[src/rtl/tetris_pkg.sv]
// Shared move-command encoding, sequencer state type and gravity period helper.
package tetris_pkg;

    typedef enum logic [2:0] {
        OP_NONE    = 3'd0,
        OP_ROTATE  = 3'd1,
        OP_LEFT    = 3'd2,
        OP_RIGHT   = 3'd3,
        OP_DOWN    = 3'd4,
        OP_GRAVITY = 3'd5
    } move_op_t;

    typedef enum logic {
        S_IDLE  = 1'b0,
        S_ISSUE = 1'b1
    } seq_state_t;

    // Period halves per level, floored at min_p.
    function automatic int unsigned gravity_period(
        input int unsigned base,
        input int unsigned min_p,
        input int unsigned level
    );
        int unsigned p;
        p = base >> level;
        return (p < min_p) ? min_p : p;
    endfunction

endpackage

[src/rtl/move_fifo.sv]
// Synchronous FIFO of move ops; a push into a full queue is accepted when a pop happens on the same cycle.
module move_fifo
    import tetris_pkg::*;
#(
    parameter int unsigned DEPTH = 4
) (
    input  logic                     clk,
    input  logic                     reset,
    input  logic                     flush,
    input  logic                     push,
    input  logic                     pop,
    input  logic [2:0]               din,
    output logic [2:0]               dout,
    output logic                     full,
    output logic                     empty,
    output logic [$clog2(DEPTH):0]   count
);

    localparam int unsigned AW = $clog2(DEPTH);
    localparam int unsigned CW = AW + 1;

    logic [2:0]    mem_q [DEPTH];
    logic [AW-1:0] wr_q, wr_d;
    logic [AW-1:0] rd_q, rd_d;
    logic [CW-1:0] count_q, count_d;
    logic          push_ok, pop_ok;

    assign full  = (count_q == CW'(DEPTH));
    assign empty = (count_q == '0);
    assign count = count_q;
    assign dout  = mem_q[rd_q];

    assign pop_ok  = pop && !empty;
    assign push_ok = push && (!full || pop_ok);

    always_comb begin
        wr_d    = wr_q;
        rd_d    = rd_q;
        count_d = count_q;
        if (push_ok) wr_d = wr_q + AW'(1);
        if (pop_ok)  rd_d = rd_q + AW'(1);
        if (push_ok && !pop_ok)      count_d = count_q + CW'(1);
        else if (pop_ok && !push_ok) count_d = count_q - CW'(1);
    end

    always_ff @(posedge clk) begin
        if (reset || flush) begin
            wr_q    <= '0;
            rd_q    <= '0;
            count_q <= '0;
        end else begin
            wr_q    <= wr_d;
            rd_q    <= rd_d;
            count_q <= count_d;
        end
    end

    always_ff @(posedge clk) begin
        if (push_ok) mem_q[wr_q] <= din;
    end

endmodule

[src/rtl/move_sequencer.sv]
// Gravity tick generator, user-move priority encoder and single-command valid/ready issuer.
module move_sequencer
    import tetris_pkg::*;
#(
    parameter int unsigned FIFO_DEPTH  = 4,
    parameter int unsigned BASE_PERIOD = 50_000_000,
    parameter int unsigned MIN_PERIOD  = 2_500_000,
    parameter int unsigned LVL_W       = 4
) (
    input  logic                          clk,
    input  logic                          reset,
    input  logic                          enable,
    input  logic                          rotate,
    input  logic                          down,
    input  logic                          left,
    input  logic                          right,
    input  logic [LVL_W-1:0]              speed_level,
    input  logic                          cmd_ready,
    output logic                          cmd_valid,
    output logic [2:0]                    cmd_op,
    output logic [$clog2(FIFO_DEPTH):0]   queue_count,
    output logic                          dropped
);

    localparam int unsigned GC_W = $clog2(BASE_PERIOD) + 1;

    logic [GC_W-1:0] gc_q, gc_d;
    logic [GC_W-1:0] period_m1;
    logic            pending_q, pending_d;
    logic            dropped_q, dropped_d;
    logic            tick, consume;
    seq_state_t      state_q, state_d;
    move_op_t        op_q, op_d;
    move_op_t        push_op;
    logic            push_req, multi;
    logic            fifo_pop, fifo_full, fifo_empty;
    logic [2:0]      fifo_dout;
    logic            src_grav, src_user, load;

    assign period_m1 = GC_W'(gravity_period(BASE_PERIOD, MIN_PERIOD, 32'(speed_level)) - 1);

    // Down resets the drop timer; a period shrunk below gc wraps without a tick.
    always_comb begin
        gc_d = gc_q;
        tick = 1'b0;
        if (!enable)                 gc_d = '0;
        else if (down)               gc_d = '0;
        else if (gc_q == period_m1) begin
            gc_d = '0;
            tick = 1'b1;
        end
        else if (gc_q > period_m1)   gc_d = '0;
        else                         gc_d = gc_q + GC_W'(1);
        pending_d = enable && ((pending_q && !consume) || tick);
    end

    always_comb begin
        push_op = OP_NONE;
        if (rotate)     push_op = OP_ROTATE;
        else if (left)  push_op = OP_LEFT;
        else if (right) push_op = OP_RIGHT;
        else if (down)  push_op = OP_DOWN;
        push_req  = enable && (rotate || left || right || down);
        multi     = (rotate && (left || right || down)) || (left && (right || down)) || (right && down);
        dropped_d = dropped_q || (enable && (multi || (push_req && fifo_full && !fifo_pop)));
    end

    move_fifo #(
        .DEPTH (FIFO_DEPTH)
    ) u_fifo (
        .clk   (clk),
        .reset (reset),
        .flush (!enable),
        .push  (push_req),
        .pop   (fifo_pop),
        .din   (push_op),
        .dout  (fifo_dout),
        .full  (fifo_full),
        .empty (fifo_empty),
        .count (queue_count)
    );

    always_ff @(posedge clk) begin
        if (reset) begin
            state_q   <= S_IDLE;
            op_q      <= OP_NONE;
            gc_q      <= '0;
            pending_q <= 1'b0;
            dropped_q <= 1'b0;
        end else begin
            state_q   <= state_d;
            op_q      <= op_d;
            gc_q      <= gc_d;
            pending_q <= pending_d;
            dropped_q <= dropped_d;
        end
    end

    // A handshake and the next load share one edge so commands can issue back-to-back.
    always_comb begin
        src_grav = enable && pending_q;
        src_user = enable && !fifo_empty;
        load     = ((state_q == S_IDLE) || cmd_ready) && (src_grav || src_user);
        consume  = load && src_grav;
        fifo_pop = load && !src_grav;
        state_d  = state_q;
        op_d     = op_q;
        if (load) begin
            state_d = S_ISSUE;
            op_d    = src_grav ? OP_GRAVITY : move_op_t'(fifo_dout);
        end else if ((state_q == S_ISSUE) && cmd_ready) begin
            state_d = S_IDLE;
            op_d    = OP_NONE;
        end
    end

    always_comb begin
        cmd_valid = (state_q == S_ISSUE);
        cmd_op    = op_q;
        dropped   = dropped_q;
    end

endmodule

[config.mk]
export PLATFORM = sky130hd
export DESIGN_NAME = move_sequencer
export DESIGN_NICKNAME = d
export VERILOG_FILES = /design/src/rtl/tetris_pkg.sv /design/src/rtl/move_fifo.sv /design/src/rtl/move_sequencer.sv
export SDC_FILE = /design/constraint.sdc
export NUM_CORES = 1
export LEC_CHECK = 0
export ABC_AREA = 1
export BUFFER_PORTS_ARGS = -buffer_cell sky130_fd_sc_hd__buf_2
export CORE_UTILIZATION = 55
export DETAILED_ROUTE_END_ITERATION = 12
export PLACE_DENSITY = 0.73
export SETUP_SLACK_MARGIN = 0.15
export SLEW_MARGIN = 40
export SYNTH_ARGS = -nofsm -noshare
export SYNTH_HDL_FRONTEND = slang
export SYNTH_SLANG_ARGS = --single-unit
[constraint.sdc]
create_clock -name clk -period 2.65 [get_ports clk]
set_clock_uncertainty 0.2 [all_clocks]
set_input_delay 0.1325 -clock clk [delete_from_list [all_inputs] [get_ports clk]]
set_output_delay 0.1325 -clock clk [all_outputs]
set_load 0.1 [all_outputs]
==> flow_summary.yaml <==
floorplanning:
  fp.dieW_um: 82.4
  die_h_um: 82.4
  initial_core_util_pct: 58.6
  coreArea_sq_um: 6060
  ioPinCount: 20
  rows: 28
  dieArea_sq_um: 6780
sta:
  drv_slew: 0
  hold_violations: 0
  fin_ws_ns: 0.338
  rsz0062_at_grt: "no"
  max_freq_mhz: 433
  fin_crit_ns: 2.31
  fin_setup_tns_ns: 0
  fin_crit_sh_pct: 87.2
  setup_viol: 0
worst_hold_path:
  min_from: "left"
  min-delay-path-class: "input pin to flip-flop"
  whs_endpoint: "u_fifo.mem_q[3][0]"
  hold_path_depth: 2
pwr:
  p_comb_share_pct: 16.9
  seqPwrFrac_pct: 50.0
  swShare_pct: 29.2
  internal_power_mw: 1.24
  powerDensity_nw_per_um2: 437
  p_switching_mw: 0.512
  clock_power_share_pct: 33.1
  p_leak_nw: 1.77
  vdd_ir_drop_max_v: 0.000314
routing:
  first_pass_iters: 4
  wirelength_um: 7540
  drc: 0
  drt_iter0_drc: 128
  wl_per_cell_um: 12.6
  postRouteAntennaNets: 0
  dr_total_vias: 3012
  avgViaCountPerCell: 5.01
placed_design:
  dp_hpwl_um: 6030
  gp_congestion: 1.02
  portBuffers: 19
  place_ws_ns: 0.00593
  numPlacedInstances: 583
critical_path:
  r2r-start: "pending_q"
  path_class: "flip-flop to flip-flop"
  reg2reg_depth: 15
  required_ns: 2.66
  end_kind: "flip-flop"
  ff2ff_setup_slack_ns: 0.34
  reg2reg_to: "u_fifo.count[2]"
  startpoint_type: "flip-flop"
  worst-path-max-fanout: 6
  worstPathArrival_ns: 2.32
final_layout:
  utilization_pct: 66.1
  drive_gt1_share_pct: 16.3
  final_cells: 601
  fin_nets: 572
  fill_cells: 547
  syn_to_final_growth_pct: 12.8
  n_antenna_cell: 0
synth:
  synth_cells: 485
  synthesis.area_sq_um: 3550
  yosysUniqueCellTypes: 31
  synth.ff_latch_count: 54
  yosysSeqAreaShare_pct: 33.8
  avgSynthCellArea_sq_um: 7.32
  synth_area_leaders: "dfxtp_1, ha_1, edfxtp_1, nand2_1, inv_1"
  yosysWarnings: 0
  yosysTopAreaCellShare_pct: 23.7
  synth_top_area_cell: "dfxtp_1"
clock_network:
  path_clk_slew_ns: 0.11
  cts_tree: "yes"
  root_buffer: "clkbuf_8"
  clk-insertion-delay-late_ns: 0.32
  cts.sinks: 54
  ctsHtreeMaxLevel: 2
  cts_buffer_depth: 2
  numCtsBuffers: 5
global_route:
  grt_overflow_total: 0
  grt_pass1_wl_um: 12500
  grt_max_degree: 28
  grtUsageTotal_pct: 25.0
  grt_pass1_vias: 2857
  antenna_found_initial: 0
outcome:
  outcome: "complete, no violations"
run:
  cap_violations: 0
## repair_timing
item,4_1_cts,5_1_grt
hold endpoints to repair,14,0
resized for setup,3,6
endpoints found under the setup margin,1,1
pin swaps,1,3
setup buffers,1,4
hold buffers,5,0
## cells by family (layout without fill, tap and decap cells)
kind of cell | count (synthesis) | after routing | synth area share [%]
AND/OR/NAND/NOR | 238 | 238 | 31.3
buffers and inverters | 87 | 125 | 9.62
flip-flops | 54 | 54 | 33.8
AO/OA/AOI/OAI | 48 | 48 | 7.15
adder cells (fa/ha/maj) | 35 | 35 | 12.5
XOR/XNOR | 22 | 22 | 5.43
other | 1 | 4 | 0.106
## metrics by stage
| step | cell area (sq um) | power (mW) | hold slack, ns |
|---|---|---|---|
| after floorplan | 3570 | 1.10 | -0.00253 |
| after global placement | 3780 | 1.16 | 0.201 |
| after detailed placement | 3780 | 1.16 | 0.205 |
| after CTS | 3960 | 1.76 | 0.0120 |
| after global routing | 4010 | 1.83 | 0.0304 |
| final | 4010 | 1.75 | 0.0203 |
## how the worst max path moves through the flow
stage | start | end | cells after the start
after global placement | pending_q | u_fifo.count[2] | 15
after detailed placement | pending_q | u_fifo.count[2] | 15
after CTS | pending_q | u_fifo.count[2] | 15
after floorplan | u_fifo.count[0] | u_fifo.count[2] | 15
final | pending_q | u_fifo.count[2] | 15
after global routing | pending_q | u_fifo.count[2] | 15
## critical path, cell delays in order (launching register included)
cell and delay [ns]:
dfxtp_2 0.36, inv_2 0.07, nand3_2 0.09, nand2_2 0.07, nor2_4 0.16, nand2_4 0.09
nand2_1 0.08, nand2_2 0.10, inv_2 0.08, ha_1 0.13, inv_1 0.07, fa_2 0.34
o21ai_1 0.13, a21oi_1 0.07, o21ai_1 0.12, a21oi_1 0.05
## flip-flops by register name, summed over array words and instances (netlist names), named ones only
name	flops
cmd_op	3
cmd_valid	1
dropped	1
gc_q	27
pending_q	1
u_fifo.count	3
u_fifo.mem_q	12
u_fifo.rd_q	2
u_fifo.wr_q	2
## layout make-up
cell class              count  area (sq um)  area share, %
multi-input cells         347          2040           51.0
flip-flops and latches     54          1210           30.3
inverters                  85           319           7.97
repair buffers             32           218           5.44
well taps                  75          93.8           2.34
clock buffers               5          68.8           1.72
clock inverters             3          48.8           1.22
## layer usage
layer | part of all wire, % | vias up | global-route usage [%]
li1 | - | 1611 | -
met1 | 43 | 1337 | 27.6
met2 | 51 | 50 | 47.5
met3 | 3.6 | 14 | 4.84
met4 | 1.7 | 0 | 7.54
met5 | 0 | - | 0
## power groups by stage
stage / sequential, mW / combinational [mW] / clock, mW
after CTS: 0.878 / 0.281 / 0.601
after global routing: 0.880 / 0.328 / 0.626
after floorplan: 0.973 / 0.131 / 0
final: 0.876 / 0.296 / 0.580
after detailed placement: 0.897 / 0.268 / 0
after global placement: 0.896 / 0.265 / 0
## cell usage in the layout (no fill, tap or decap), drive strengths merged, types with 5 or more instances in the layout
cell         synthesis  routed
o21ai               24      24
nand3               21      21
inv                 85      86
buf                  2      27
xnor2                7       7
nor2                90      90
nand2               97      97
ha                  34      34
dlygate4sd3          0       5
nor3                17      17
edfxtp              12      12
dfxtp               42      42
clkbuf               0       5
nand4                6       6
xor2                15      15
a21oi               19      19
## Yosys cell counts, drive strengths merged
cell type / n
o22ai: 1
o31ai: 1
a21oi: 19
o221ai: 2
ha: 34
xnor2: 7
o21ai: 24
inv: 85
nand2: 97
nor2: 90
nand3: 21
nand3b: 4
or2: 2
nand4: 6
dfxtp: 42
nor3: 17
o21bai: 1
conb: 1
nor3b: 1
buf: 2
fa: 1
xor2: 15
edfxtp: 12
(Power assumes the default switching activity.)
